`config.mk`:
```
export PLATFORM = sky130hd
export DESIGN_NAME = pe_pool_enc
export DESIGN_NICKNAME = d
export VERILOG_FILES = /design/src/rtl/pe_pool_enc_pkg.sv /design/src/rtl/pe_pool_enc_pool_argsel.sv /design/src/rtl/pe_pool_enc.sv
export SDC_FILE = /design/constraint.sdc
export NUM_CORES = 1
export LEC_CHECK = 0
export CAP_MARGIN = 15
export CORE_MARGIN = 1
export CORE_UTILIZATION = 48
export CTS_BUF_LIST = sky130_fd_sc_hd__clkbuf_16
export CTS_CLUSTER_SIZE = 14
export DETAILED_ROUTE_END_ITERATION = 10
export PLACE_DENSITY = 0.83
export SYNTH_ARGS = -nofsm -noshare
export SYNTH_HDL_FRONTEND = slang
export SYNTH_SLANG_ARGS = --single-unit
```
`constraint.sdc`:
```
create_clock -name clk -period 3.3 [get_ports clk]
set_input_delay 0.495 -clock clk [delete_from_list [all_inputs] [get_ports clk]]
set_output_delay 0.495 -clock clk [all_outputs]
set_load 0.005 [all_outputs]
```
`src/rtl/pe_pool_enc_pkg.sv`:
```
// pe_pool_enc_pkg
// Shared definitions for the pooling encoder. The unpooling demux and the
// combinational PE import the same helpers, so the pindex encoding and the
// batch-norm reference stay bit-identical across the datapath.
//   pindex_width() : index width for an n-entry window, never below 1
//   n_pool()       : samples per pooling window
//   bn_ref()       : batch-norm threshold for a popcount sum
//   state_t/dbg_t  : FSM state encoding and the debug view of the FSM
package pe_pool_enc_pkg;

    function automatic int pindex_width(input int n);
        return (n < 2) ? 1 : $clog2(n);
    endfunction

    function automatic int n_pool(input int pool_h, input int pool_w);
        return pool_h * pool_w;
    endfunction

    // Both halves are divided separately so each truncates toward zero;
    // dividing the sum instead would round odd negative norm_ref differently.
    function automatic logic signed [31:0] bn_ref(input int fh, input int fw, input int d,
                                                  input logic signed [31:0] norm_ref);
        logic signed [31:0] base;
        base = fh * fw * d;
        return (base / 2) + (norm_ref / 2);
    endfunction

    typedef enum logic {
        ST_IDLE = 1'b0,
        ST_ACC  = 1'b1
    } state_t;

    localparam int DBG_CNT_W = 8;

    typedef struct packed {
        state_t               state;
        logic [DBG_CNT_W-1:0] cnt;
    } dbg_t;

endpackage

```
`src/rtl/pe_pool_enc_pool_argsel.sv`:
```
// pool_argsel
// Combinational selection step of the pooling encoder.
//   cand     : incoming conv sum
//   best     : best conv sum held so far in the window
//   s        : BN scale sign (0: track maximum, 1: track minimum)
//   pool_val : value that will be emitted for the window
//   ref_val  : signed batch-norm reference, one bit wider than the sums
//   replace  : cand strictly beats best (ties keep the earlier sample)
//   bin      : binarized bit of pool_val against ref_val
module pool_argsel
    import pe_pool_enc_pkg::*;
#(
    parameter int W = 13
) (
    input  logic [W-1:0]        cand,
    input  logic [W-1:0]        best,
    input  logic                s,
    input  logic [W-1:0]        pool_val,
    input  logic signed [W:0]   ref_val,
    output logic                replace,
    output logic                bin
);

    logic signed [W:0] pool_ext;

    always_comb begin
        // Sums are unsigned popcounts; the leading zero keeps them positive
        // in the signed compare against a possibly negative reference.
        pool_ext = $signed({1'b0, pool_val});
        if (s) begin
            replace = (cand < best);
            bin     = (pool_ext <= ref_val);
        end else begin
            replace = (cand > best);
            bin     = (pool_ext >= ref_val);
        end
    end

endmodule

```
`src/rtl/pe_pool_enc.sv`:
```
// pe_pool_enc
// Streaming pooling encoder: collects POOL_H*POOL_W popcount sums per window
// in raster order, keeps the extremum selected by s, and emits its value,
// raster index and binarized bit.
//   clk, rst_n          : clock, asynchronous active-low reset
//   clear               : synchronous abort of the partial window
//   in_valid/in_ready   : sample handshake (conv_in, norm_ref, s)
//   out_valid/out_ready : result handshake (pool_val, pindex, bin_out)
//   dbg                 : FSM state and sample counter
//
// Handshake: a transfer happens on a rising edge where valid and ready are
// both 1. out_valid and its payload stay stable until taken. in_ready is
// high unless a result is pending and not being taken this cycle, so a new
// result can replace the one leaving in the same cycle.
module pe_pool_enc
    import pe_pool_enc_pkg::*;
#(
    parameter int D             = 512,
    parameter int FH            = 3,
    parameter int FW            = 3,
    parameter int POOL_H        = 2,
    parameter int POOL_W        = 2,
    parameter int NORMREF_WIDTH = 13,
    localparam int N_POOL       = n_pool(POOL_H, POOL_W),
    localparam int PINDEX_WIDTH = pindex_width(N_POOL)
) (
    input  logic                     clk,
    input  logic                     rst_n,
    input  logic                     clear,
    input  logic                     in_valid,
    output logic                     in_ready,
    input  logic [NORMREF_WIDTH-1:0] conv_in,
    input  logic [NORMREF_WIDTH-1:0] norm_ref,
    input  logic                     s,
    output logic                     out_valid,
    input  logic                     out_ready,
    output logic [NORMREF_WIDTH-1:0] pool_val,
    output logic [PINDEX_WIDTH-1:0]  pindex,
    output logic                     bin_out,
    output dbg_t                     dbg
);

    localparam int W  = NORMREF_WIDTH;
    localparam int PW = PINDEX_WIDTH;

    state_t          state;
    logic [PW-1:0]   cnt;
    logic [W-1:0]    best_val;
    logic [PW-1:0]   best_idx;
    logic            s_lat;
    logic [W-1:0]    nref_lat;

    logic            idle;
    logic            accept;
    logic            last;
    logic            cur_s;
    logic [W-1:0]    cur_nref;
    logic [W-1:0]    sel_val;
    logic [PW-1:0]   sel_idx;
    logic            replace;
    logic            bin_sel;
    logic signed [W:0] ref_val;

    assign in_ready = !out_valid || out_ready;

    // In IDLE the window's s and norm_ref are still on the inputs; they are
    // used directly so a single-sample window binarizes correctly.
    always_comb begin
        idle     = (state == ST_IDLE);
        accept   = in_valid && in_ready;
        cur_s    = idle ? s : s_lat;
        cur_nref = idle ? norm_ref : nref_lat;
        last     = idle ? (N_POOL == 1) : (cnt == PW'(N_POOL - 1));
        if (idle || replace) begin
            sel_val = conv_in;
            sel_idx = cnt;
        end else begin
            sel_val = best_val;
            sel_idx = best_idx;
        end
    end

    assign ref_val = (W + 1)'(bn_ref(FH, FW, D, 32'(signed'(cur_nref))));

    pool_argsel #(.W(W)) u_argsel (
        .cand     (conv_in),
        .best     (best_val),
        .s        (cur_s),
        .pool_val (sel_val),
        .ref_val  (ref_val),
        .replace  (replace),
        .bin      (bin_sel)
    );

    always_ff @(posedge clk or negedge rst_n) begin
        if (!rst_n) begin
            state     <= ST_IDLE;
            cnt       <= '0;
            best_val  <= '0;
            best_idx  <= '0;
            s_lat     <= 1'b0;
            nref_lat  <= '0;
            out_valid <= 1'b0;
            pool_val  <= '0;
            pindex    <= '0;
            bin_out   <= 1'b0;
        end else begin
            // clear wins over a concurrent accept: that sample is dropped.
            if (clear) begin
                state <= ST_IDLE;
                cnt   <= '0;
            end else if (accept) begin
                best_val <= sel_val;
                best_idx <= sel_idx;
                if (idle) begin
                    s_lat    <= s;
                    nref_lat <= norm_ref;
                end
                if (last) begin
                    state <= ST_IDLE;
                    cnt   <= '0;
                end else begin
                    state <= ST_ACC;
                    cnt   <= cnt + PW'(1);
                end
            end

            if (!clear && accept && last) begin
                out_valid <= 1'b1;
                pool_val  <= sel_val;
                pindex    <= sel_idx;
                bin_out   <= bin_sel;
            end else if (out_ready) begin
                out_valid <= 1'b0;
            end
        end
    end

    always_comb begin
        dbg.state = state;
        dbg.cnt   = DBG_CNT_W'(cnt);
    end

endmodule

```
Word-level counts from Yosys, hierarchy flattened
Index checks and enable logic that the tools add are counted.
W data, S select, Z words.
{"block": "totals", "regBits": 49, "elab_cells": 46, "in_bits": 32, "out_inout_bits": 27}
{"block": "classes", "addsub": 3, "eq_ne": 1, "magnitude_cmp": 4, "mux": 15, "bitwise": 3, "reduce_logical": 10}
{"op": "$mux W13", "n": 2}
{"op": "$add A13 B14 Y14 const A", "n": 1}
{"op": "$add A14 B1 Y14", "n": 1}
{"op": "$ge A14 B14 Y1", "n": 1}
{"op": "$le A14 B14 Y1", "n": 1}
{"op": "$gt A13 B13 Y1", "n": 1}
{"op": "$lt A13 B13 Y1", "n": 1}
{"op": "$mux W1", "n": 9}
{"op": "$mux W2", "n": 4}
{"op": "$reduce_bool A2 Y1", "n": 2}
{"op": "$logic_and A1 B1 Y1", "n": 3}
{"op": "$add A2 B1 Y2 const B", "n": 1}
{"op": "$eq A2 B2 Y1 const B", "n": 1}
{"op": "$logic_not A1 Y1", "n": 2}
{"op": "$logic_or A1 B1 Y1", "n": 2}
{"op": "$not A1 Y1", "n": 2}
{"op": "$reduce_and A2 Y1", "n": 1}
{"op": "$and A1 B1 Y1", "n": 1}

Longest topological paths before layout
Gate-level depths: netlist of the first run.
{"block": "depth", "depth_word": 6, "ltp_mapped": 17, "ltp_nobuf": 15}

Cells and area by module
Synthesis of the first run repeated with hierarchy kept, for this count alone.
{"block": "hier_totals", "cells_unflattened": 352, "hier_area_um2": 3338.2}
{"module": "pe_pool_enc", "area_each_um2": 2631.3, "cells_each": 254, "n_inst": 1, "seq_area_each_um2": 1226.2}
{"module": "pool_argsel", "area_each_um2": 706.9, "cells_each": 98, "n_inst": 1, "seq_area_each_um2": 0.0}

Worst setup path after synthesis of the first run
No wires, ideal clock.
{"block": "synth_path", "kind": "reg2reg", "from": "register state", "to": "register bin_out", "slack_ns": -0.155, "period_less_slack_ns": 3.455, "setup_time_ns": 0.086, "path_buffers": 3, "stages_incl_launch_ff": 18, "arrival_ns": 3.369, "t_required_ns": 3.214, "cell_sequence": "dfrtp_1 buf_2 buf_2 buf_1 a32o_1 ha_1 ha_1 o21ai_0 nor4_2 o21ai_0 o21ai_1 nand2_1 ha_1 nand3_1 nor4_1 nor2b_1 nor4b_1 nor3_1"}
{"block": "synth_via", "elab_chain_cells": 6, "word_cells_on_any_way": 14, "cone_classes": "2 x add/sub; 2 x order compare; 6 x mux; 2 x bitwise; 2 x reduce/logical"}
{"element": "from (decl)", "line_no": "pe_pool_enc.sv:46", "text": "state_t state;"}
{"element": "from (signal assigned)", "line_no": "pe_pool_enc.sv:97", "text": "state <= ST_IDLE;"}
{"element": "from (signal assigned)", "line_no": "pe_pool_enc.sv:110", "text": "state <= ST_IDLE;"}
{"element": "from (signal assigned)", "line_no": "pe_pool_enc.sv:120", "text": "state <= ST_IDLE;"}
{"element": "$mux W13 or $mux W1 (tied branches)"}
{"element": "$and A1 B1 Y1 (no line) or $mux W1 (tied branches)"}
{"element": "$add A14 B1 Y14 (no line) or $logic_or A1 B1 Y1 (tied branches)"}
{"element": "$add A13 B14 Y14 or $mux W13 (tied branches)", "line_no": "pe_pool_enc_pkg.sv:25, pe_pool_enc.sv:74"}
{"element": "$ge A14 B14 Y1 or $le A14 B14 Y1 (tied branches)", "line_no": "pe_pool_enc_pool_argsel.sv:35, pe_pool_enc_pool_argsel.sv:32"}
{"element": "$mux W1", "line_no": "pe_pool_enc_pool_argsel.sv:30", "text": "if (s) begin"}
{"element": "to (signal assigned)", "line_no": "pe_pool_enc.sv:132", "text": "bin_out <= bin_sel;"}
{"element": "to (decl)", "line_no": "pe_pool_enc.sv:39", "text": "output logic bin_out,"}
Several ways; a longest one is shown, not always the timed one.
A chain may end at the register's enable or synchronous reset.

Final worst setup path of the first run
{"block": "layout_path", "from": "input port conv_in[2]", "to": "register bin_out"}
{"block": "layout_via", "elab_chain_cells": 6, "word_cells_on_any_way": 8, "cone_classes": "4 x order compare; 3 x mux; 1 x reduce/logical"}
{"element": "from (decl)", "line_no": "pe_pool_enc.sv:32", "text": "input logic [NORMREF_WIDTH-1:0] conv_in,"}
{"element": "$gt A13 B13 Y1 or $lt A13 B13 Y1 (tied branches)", "line_no": "pe_pool_enc_pool_argsel.sv:34, pe_pool_enc_pool_argsel.sv:31"}
{"element": "$mux W1 (*)", "line_no": "pe_pool_enc_pool_argsel.sv:30"}
{"element": "$logic_or A1 B1 Y1 (*)", "line_no": "pe_pool_enc.sv:74", "text": "if (idle || replace) begin"}
{"element": "$mux W13 (*)", "line_no": "pe_pool_enc.sv:74"}
{"element": "net sel_val[4]", "line_no": "pe_pool_enc.sv:58", "text": "logic [W-1:0] sel_val;"}
{"element": "$ge A14 B14 Y1 or $le A14 B14 Y1 (tied branches)", "line_no": "pe_pool_enc_pool_argsel.sv:35, pe_pool_enc_pool_argsel.sv:32"}
{"element": "$mux W1 (*)", "line_no": "pe_pool_enc_pool_argsel.sv:30"}
Mark *: on every way through the listed nets, which the timed path passes. The rest lies on a longest branch.

==> metrics.md, run 1 <==
| Metric | Value |
|---|---|
| HPWL Detailed | `around 6300 microns` |
| Detail Route Antenna Nets | `0` |
| Combinational family with the most area after synthesis | `compound AO/OA/AOI/OAI gates` |
| CP Class | `primary input to flop` |
| I/O Pins | `59` |
| RD Place Congestion | `between 0.8 and 0.9` |
| Switch Pwr | `~890 uW` |
| Most frequent cells in the layout | `77 x buf_4, 49 x dfrtp_1, 38 x clkdlybuf4s50_1` |
| Cells after Synth | `between 300 and 400` |
| Reg power frac | `roughly a third` |
| CP Buf/Inv Count | `3` |
| Initial antenna violation count | `0` |
| Slew Limit Fails | `0` |
| Cell Rows | `30` |
| Synthesized area | `3341 sq um` |
| Status | `complete, but fails checks` |
| Clock Path Buffers | `2` |
| Final net count | `~520` |
| Largest net degree at the start of global routing | `50` |
| Fmax | `~280 MHz` |
| Worst slack at placement | `-0.6648 ns` |
| Clock root buffer master | `clkbuf_16` |
| Crit path max fanout | `5` |
| Cell Pwr Density | `498.4 nW/um^2` |
| Overflow after GRT | `0` |
| Post-synth top flop | `dfrtp_1` |
| Die Span Y | `roughly 85 microns` |
| Initial Utilization | `between 40 and 50%` |
| Drt total wl | `~11000 microns` |
| Design area | `4984 sq um` |
| Share of cells above drive strength 1 | `a little under two fifths` |
| Final hold slack | `approximately 0.22 ns` |
| Area after DPL | `4340 sq um` |
| Failing checks | `negative setup slack` |
| RSZ-0062 raised after global routing | `true` |
| Tcrit/Tclk final | `107.9%` |
| H-Tree Depth | `2` |
| Clock Sinks | `roughly 50` |
| Internal power | `1.591 mW` |
| Slowest cell on crit path | `dlygate4sd2_1` |
| Clock power frac | `around 20%` |
| CTS tree | `done` |
| Final hold violation count | `0` |
| Relative slew margins | `approximately half` |
| Syn-to-layout area delta | `49.18%` |
| Ys async rst share | `100.0%` |
| Clk slew on worst S/H paths | `~0.07 ns` |
| Critical Path Max Stage Delay | `around 0.30 ns` |
| Comb pwr share | `between 40% and 50%` |
| Critical path, cell by cell | `dlygate4sd2_1, ha_4, nand4_1, nor2_2, o31ai_4, o22a_4, buf_6, o211ai_1, nand2_2, ha_4, nand4_1, buf_4, nor4_4, nor2b_2, nor4b_4, nor3_2` |
| Die Wd | `around 85 microns` |
| Number of max-cap violations | `0` |
| Critical Path Source Type | `primary input` |
| Type of the tightest min-delay check | `primary input to async pin` |
| Synthesized flop and latch total | `49` |
| Die area | `7297 sq um` |
| Sum Neg Setup Slack | `-0.2613 ns` |
| Syn Area/Cell | `9.855 sq um` |
| Leak pwr | `roughly 2.3 nW` |
| Critical Path RT | `between 3 and 4 ns` |
| Clk Latency, worst-skew pair | `slightly below 0.3 ns` |
| CP endpoint kind | `flop` |
| CP delay by family, top | `simple AND/OR/NAND/NOR gates` |
| Commonest non-fill, non-tap cell in the layout | `buf_4` |
| Core box area | `about 6800 sq um` |
| Synth Area in Simple Gates | `between 10% and 20%` |
| Remaining DRCs | `0` |
| Crit path time final | `between 3 and 4 ns` |
| Vias per cell | `a little over 6` |
| I/O Buffers | `52` |
| # diodes | `0` |
| Via Count | `3348` |
| Gr usage total | `28.09%` |
| Worst-Margin Slew | `0.7664 ns` |
| Cts bufs inserted | `5` |
| Clk_skew | `~0.0076 ns` |
| First-pass GRT wire length | `15890 microns` |
| Syn. warnings | `0` |
| DRT iter0 DRCs | `roughly 270` |
| Cell Count Post-Placement | `520` |
| Adder-cell share of the synthesized area | `a little over a tenth` |
| Sw Share | `a little over a third` |
| Part of the Yosys area used for sequential elements | `between 30% and 40%` |
| Fin util | `about three quarters` |
| VDD IR max | `about 0.27 mV` |
| Multiplexer share of the synthesized area | `13.33%` |
| Wire per inst | `around 20 microns` |
| Worst setup margin | `-0.2613 ns` |
| Post-synth cell types | `between 40 and 50` |
| Xor/xnor share of the synthesized area | `under 10%` |
| Setup Viol. Count Final | `1` |
| Post-synthesis compound-gate area fraction | `15.43%` |
| Hold_buf cts | `0` |
| Number of flops mapped to enable cells by yosys | `0` |
| Drt pass-1 iters | `5` |
| Post-route insts no fill | `about 540` |
| Vias in the first global route | `roughly 3400` |
| Power, Total | `~2.5 mW` |
| CP arrival | `approximately 3.8 ns` |
[logic make-up (layout without fill, tap and decap cells)]
logic type / after synthesis / after routing
mux: 37 / 37
other cells: 1 / 6
buf+inv: 42 / 162
flops: 49 / 49
simple gates: 96 / 96
xor+xnor: 11 / 11
fa+ha+maj: 29 / 29
compound gates: 74 / 74
[path summary, 6_finish.rpt]
check	start	endpoint	slack, ns	depth (start not counted)
min reg2reg	nref_lat[1]$_DFFE_PN0P_	nref_lat[1]$_DFFE_PN0P_	0.50	1
max reg2reg	best_val[6]$_DFFE_PN0P_	bin_out$_DFFE_PN0P_	-0.24	16
max in group asynchronous	rst_n	pool_val[0]$_DFFE_PN0P_	2.52	2
min in group clk	nref_lat[1]$_DFFE_PN0P_	nref_lat[1]$_DFFE_PN0P_	0.50	1
max	conv_in[2]	bin_out$_DFFE_PN0P_	-0.26	16
min	rst_n	best_val[12]$_DFFE_PN0P_	0.22	1
[per-layer routing]
layer	part of all wire, %	track usage (%)
met1	37	31.35
met2	51	51.93
met3	5.6	4.475
met4	6.2	13.33
met5	0	0
[layout make-up]
cell class / count / area (sq um)
clock inverter: 3 / 13.76
inverter: 20 / 75.07
timing repair buffer: 134 / 1145
multi-input combinational: 253 / 2298
sequential: 49 / 1226
fill: 426 / 1773
clock buffer: 5 / 125.1
tap: 80 / 100.1
[synth_stat cells (2+ instances only)]
master	count	area [sq um]
a21o_1	6	45.04
a21oi_1	14	70.07
a31oi_1	17	106.4
a32o_1	2	20.02
and2_1	2	12.51
and3_1	3	18.77
and3b_1	2	17.52
buf_2	6	30.03
buf_4	9	67.56
clkbuf_1	5	18.77
dfrtp_1	49	1226
ha_1	29	362.9
inv_1	20	75.07
mux2_2	20	225.2
mux2_4	10	150.1
mux2i_1	7	70.07
nand2_1	23	86.33
nand2b_1	2	12.51
nand3_1	18	90.09
nand4_1	5	31.28
nor2_1	27	101.4
nor2b_1	3	18.77
nor3_1	4	20.02
nor4_1	2	12.51
o211ai_1	16	120.1
o21ai_0	7	35.03
xnor2_1	7	61.31
xor2_1	4	35.03
[repair_timing]
item / 4_1_cts / 5_1_grt
endpoints found under the setup margin: 1 / 1
pin swaps: 50 / 16
resized for setup: 70 / 19
setup buffers: 11 / 4
hold endpoints to repair: 0 / 0
[power groups by stage]
| stage | sequential, mW | clock [mW] | combinational (mW) |
|---|---|---|---|
| floorplan | 0.771 | 0 | 0.509 |
| global placement | 0.796 | 0 | 0.813 |
| CTS | 0.793 | 0.503 | 1.01 |
| detailed placement | 0.803 | 0 | 0.851 |
| finish | 0.798 | 0.499 | 1.19 |
| global route | 0.808 | 0.525 | 1.27 |
[flip-flops by register name (all words and copies together), names as in the netlist]
| register | cells |
|---|---|
| nref_lat | 13 |
| state | 1 |
| best_idx | 2 |
| bin_out | 1 |
| best_val | 13 |
| s_lat | 1 |
| out_valid | 1 |
| pool_val | 13 |
| cnt | 2 |
| pindex | 2 |
Power figures use the tool's default switching activity.
==> inputs of run 2 (changes only) <==
--- a/config.mk
+++ b/config.mk
@@ -7,11 +7,11 @@
 export LEC_CHECK = 0
 export CAP_MARGIN = 15
 export CORE_MARGIN = 1
-export CORE_UTILIZATION = 48
+export CORE_UTILIZATION = 40
 export CTS_BUF_LIST = sky130_fd_sc_hd__clkbuf_16
 export CTS_CLUSTER_SIZE = 14
 export DETAILED_ROUTE_END_ITERATION = 10
-export PLACE_DENSITY = 0.83
+export PLACE_DENSITY = 0.72
 export SYNTH_ARGS = -nofsm -noshare
 export SYNTH_HDL_FRONTEND = slang
 export SYNTH_SLANG_ARGS = --single-unit
==> constraint.sdc (replaced) <==
create_clock -name clk -period 3.2 [get_ports clk]
set_input_delay 0.48 -clock clk [delete_from_list [all_inputs] [get_ports clk]]
set_output_delay 0.48 -clock clk [all_outputs]
set_load 0.005 [all_outputs]
==> run 2 against run 1 <==
The flow still finishes with violations (negative setup slack); first-iteration DRC count is 48% lower; clock power is 4.2% higher; routed wire length is 5.7% lower; critical endpoint unchanged.
==> metrics.md, run 2 (synthesis results as in run 1) <==
| Metric | Value |
|---|---|
| Crit path max fanout | `6 (+1)` |
| Vias in the first global route | `3354 (-0.71%)` |
| Leak pwr | `2.401 nW (+4.0%)` |
| Fill count | `572 (+34%)` |
| Final net count | `543 (+3.6%)` |
| Design area | `5196 sq um (+4.3%)` |
| Clock Path Buffers | `2 (unchanged)` |
| Wire per inst | `17.67 microns (-12%)` |
| Area occupied by multi-input gates | `2354 sq um (+2.4%)` |
| Remaining DRCs | `0 (unchanged)` |
| Critical path, cell by cell | `dlygate4sd2_1, ha_1, nand4_1, buf_4, nor4_4, o21ai_1, a21o_4, buf_4, nand3_1, nand2_1, ha_1, a21o_1, a21o_1, a21oi_1, o21ai_2, o211a_1, nor3_2` |
| Clk Latency, worst-skew pair | `0.29 ns (about the same)` |
| Worst reg2reg path depth | `16 (unchanged)` |
| Type of the tightest min-delay check | `primary input to async pin` |
| Largest net degree at the start of global routing | `29 (-42%)` |
| Clk_skew | `0.009214 ns (+0.001623 ns)` |
| Final hold slack | `0.1646 ns (-0.05199 ns)` |
| Tcrit/Tclk final | `106.2%` |
| Failing checks | `negative setup slack` |
| Critical Path Max Stage Delay | `0.30 ns (about the same)` |
| Initial Utilization | `42.35% (-7.1 points)` |
| Worst setup margin | `-0.1983 ns (+0.06302 ns)` |
| Clock Sinks | `49 (unchanged)` |
| Commonest non-fill, non-tap cell in the layout | `buf_4` |
| Number of max-cap violations | `0 (unchanged)` |
| Post-route insts no fill | `585 (+7.5%)` |
| # diodes | `0 (unchanged)` |
| Status | `complete, but fails checks` |
| Power, Total | `2.593 mW (+4.4%)` |
| Overflow after GRT | `0 (unchanged)` |
| Detail Route Antenna Nets | `0 (unchanged)` |
| Core box area | `7888 sq um (+17%)` |
| Slew Limit Fails | `0 (unchanged)` |
| Final hold violation count | `0 (unchanged)` |
| I/O Pins | `59 (unchanged)` |
| DRT iter0 DRCs | `140 (-48%)` |
| Drt pass-1 iters | `4 (-1)` |
| Cell Rows | `32 (+6.7%)` |
| CTS tree | `done` |
| VDD IR max | `0.3339 mV (+24%)` |
| Critical Path Source Type | `primary input` |
| Die Span Y | `93.39 microns (+9.3%)` |
| First-pass GRT wire length | `15700 microns (-1.2%)` |
| Slowest cell on crit path | `nor4_4` |
| Initial antenna violation count | `0 (unchanged)` |
| Via Count | `3263 (-2.5%)` |
| RD Place Congestion | `0.8374 (-3.8%)` |
| Die Wd | `93.39 microns (+9.3%)` |
| H-Tree Depth | `2 (unchanged)` |
| RSZ-0062 raised after global routing | `true` |
| Most frequent cells in the layout | `97 x buf_4, 49 x dfrtp_1, 38 x clkdlybuf4s50_1` |
| Cell Pwr Density | `499.0 nW/um^2 (+0.13%)` |
| Drt total wl | `10340 microns (-5.7%)` |
| Syn-to-layout area delta | `55.54%` |
| I/O Buffers | `52 (unchanged)` |
| HPWL Detailed | `6501 microns (+3.3%)` |
| Fmax | `between 200 and 300 MHz` |
| Reg area | `1226 sq um (unchanged)` |
| Setup Viol. Count Final | `1 (unchanged)` |
| Area after DPL | `4428 sq um (+2.0%)` |
| Crit path time final | `3.398 ns` |
| CP arrival | `3.62 ns (-0.15 ns)` |
| Relative slew margins | `63.55% (+15 points)` |
| Die area | `8721 sq um (+20%)` |
| Clock root buffer master | `clkbuf_16` |
| Worst-Margin Slew | `0.5468 ns (-0.2196 ns)` |
| Cts bufs inserted | `5 (unchanged)` |
| Hold_buf cts | `0 (unchanged)` |
| Cell Count Post-Placement | `550 (+5.8%)` |
| Share of cells above drive strength 1 | `40.99% (+3.1 points)` |
| CP endpoint kind | `flop` |
| Top flop regs | `best_val: 13 flops, nref_lat: 13 flops, pool_val: 13 flops` |
| Critical Path RT | `3.42 ns (-0.09 ns)` |
| Clk slew on worst S/H paths | `0.07 ns (about the same)` |
| Vias per cell | `5.578 (-9.4%)` |
| CP Class | `primary input to flop` |
| Gr usage total | `23.35% (-4.7 points)` |
run 2: through the flow:
| step | worst slack (ns) | utilization [%] | setup TNS [ns] |
|---|---|---|---|
| floorplan | 0.006648 | - | 0 |
| global placement | -0.6466 | 56.14 | -0.6466 |
| detailed placement | -0.7224 | 56.14 | -1.016 |
| CTS | -0.07325 | 62.99 | -0.07325 |
| global route | -0.3748 | 65.88 | -0.3748 |
| finish | -0.1983 | 65.88 | -0.1983 |
run 2: critical path: cells and delay by family:
family                     cells  cell delay [ns]
AOI/OAI and AO/OA              7             1.25
adders and majority gates      2             0.50
buffers and inverters          3             0.59
and+or+nand+nor                5             0.79
run 2: report_power, final:
group,total (mW),leakage [nW],internal [mW],switching [mW]
Sequential,0.807,0.616,0.726,0.0811
Clock,0.520,0.0748,0.285,0.235
Combinational,1.27,1.71,0.676,0.590
run 2: repair_timing:
item,CTS,global route
setup endpoints to repair,1,1
gates resized for setup,66,31
setup buffers,17,10
pin swaps,46,38
run 2: area by class of cell:
class,instances,area share (%)
tap,102,2.456
multi-input combinational,253,45.29
timing repair buffer,153,24.54
clock inverter,3,0.2649
sequential,49,23.60
inverter,20,1.445
clock buffer,5,2.408
run 2: routing by layer:
metal  GRT usage (%)  vias up  routed length, microns
met3           4.228       44                     489
met2           40.69      124                    5322
met4           13.08        0                     434
met1           26.88     1588                    4091
li1                -     1507                       -
met5               0        -                       0
run 2: final timing paths:
path	startpoint	endpoint	slack (ns)
setup / recovery	conv_in[5]	bin_out$_DFFE_PN0P_	-0.20
hold / removal	rst_n	best_val[12]$_DFFE_PN0P_	0.16
setup reg to reg	best_val[9]$_DFFE_PN0P_	bin_out$_DFFE_PN0P_	-0.19
hold reg to reg	nref_lat[1]$_DFFE_PN0P_	nref_lat[1]$_DFFE_PN0P_	0.51
max in group asynchronous	rst_n	nref_lat[1]$_DFFE_PN0P_	2.24
min in group clk	nref_lat[1]$_DFFE_PN0P_	nref_lat[1]$_DFFE_PN0P_	0.51
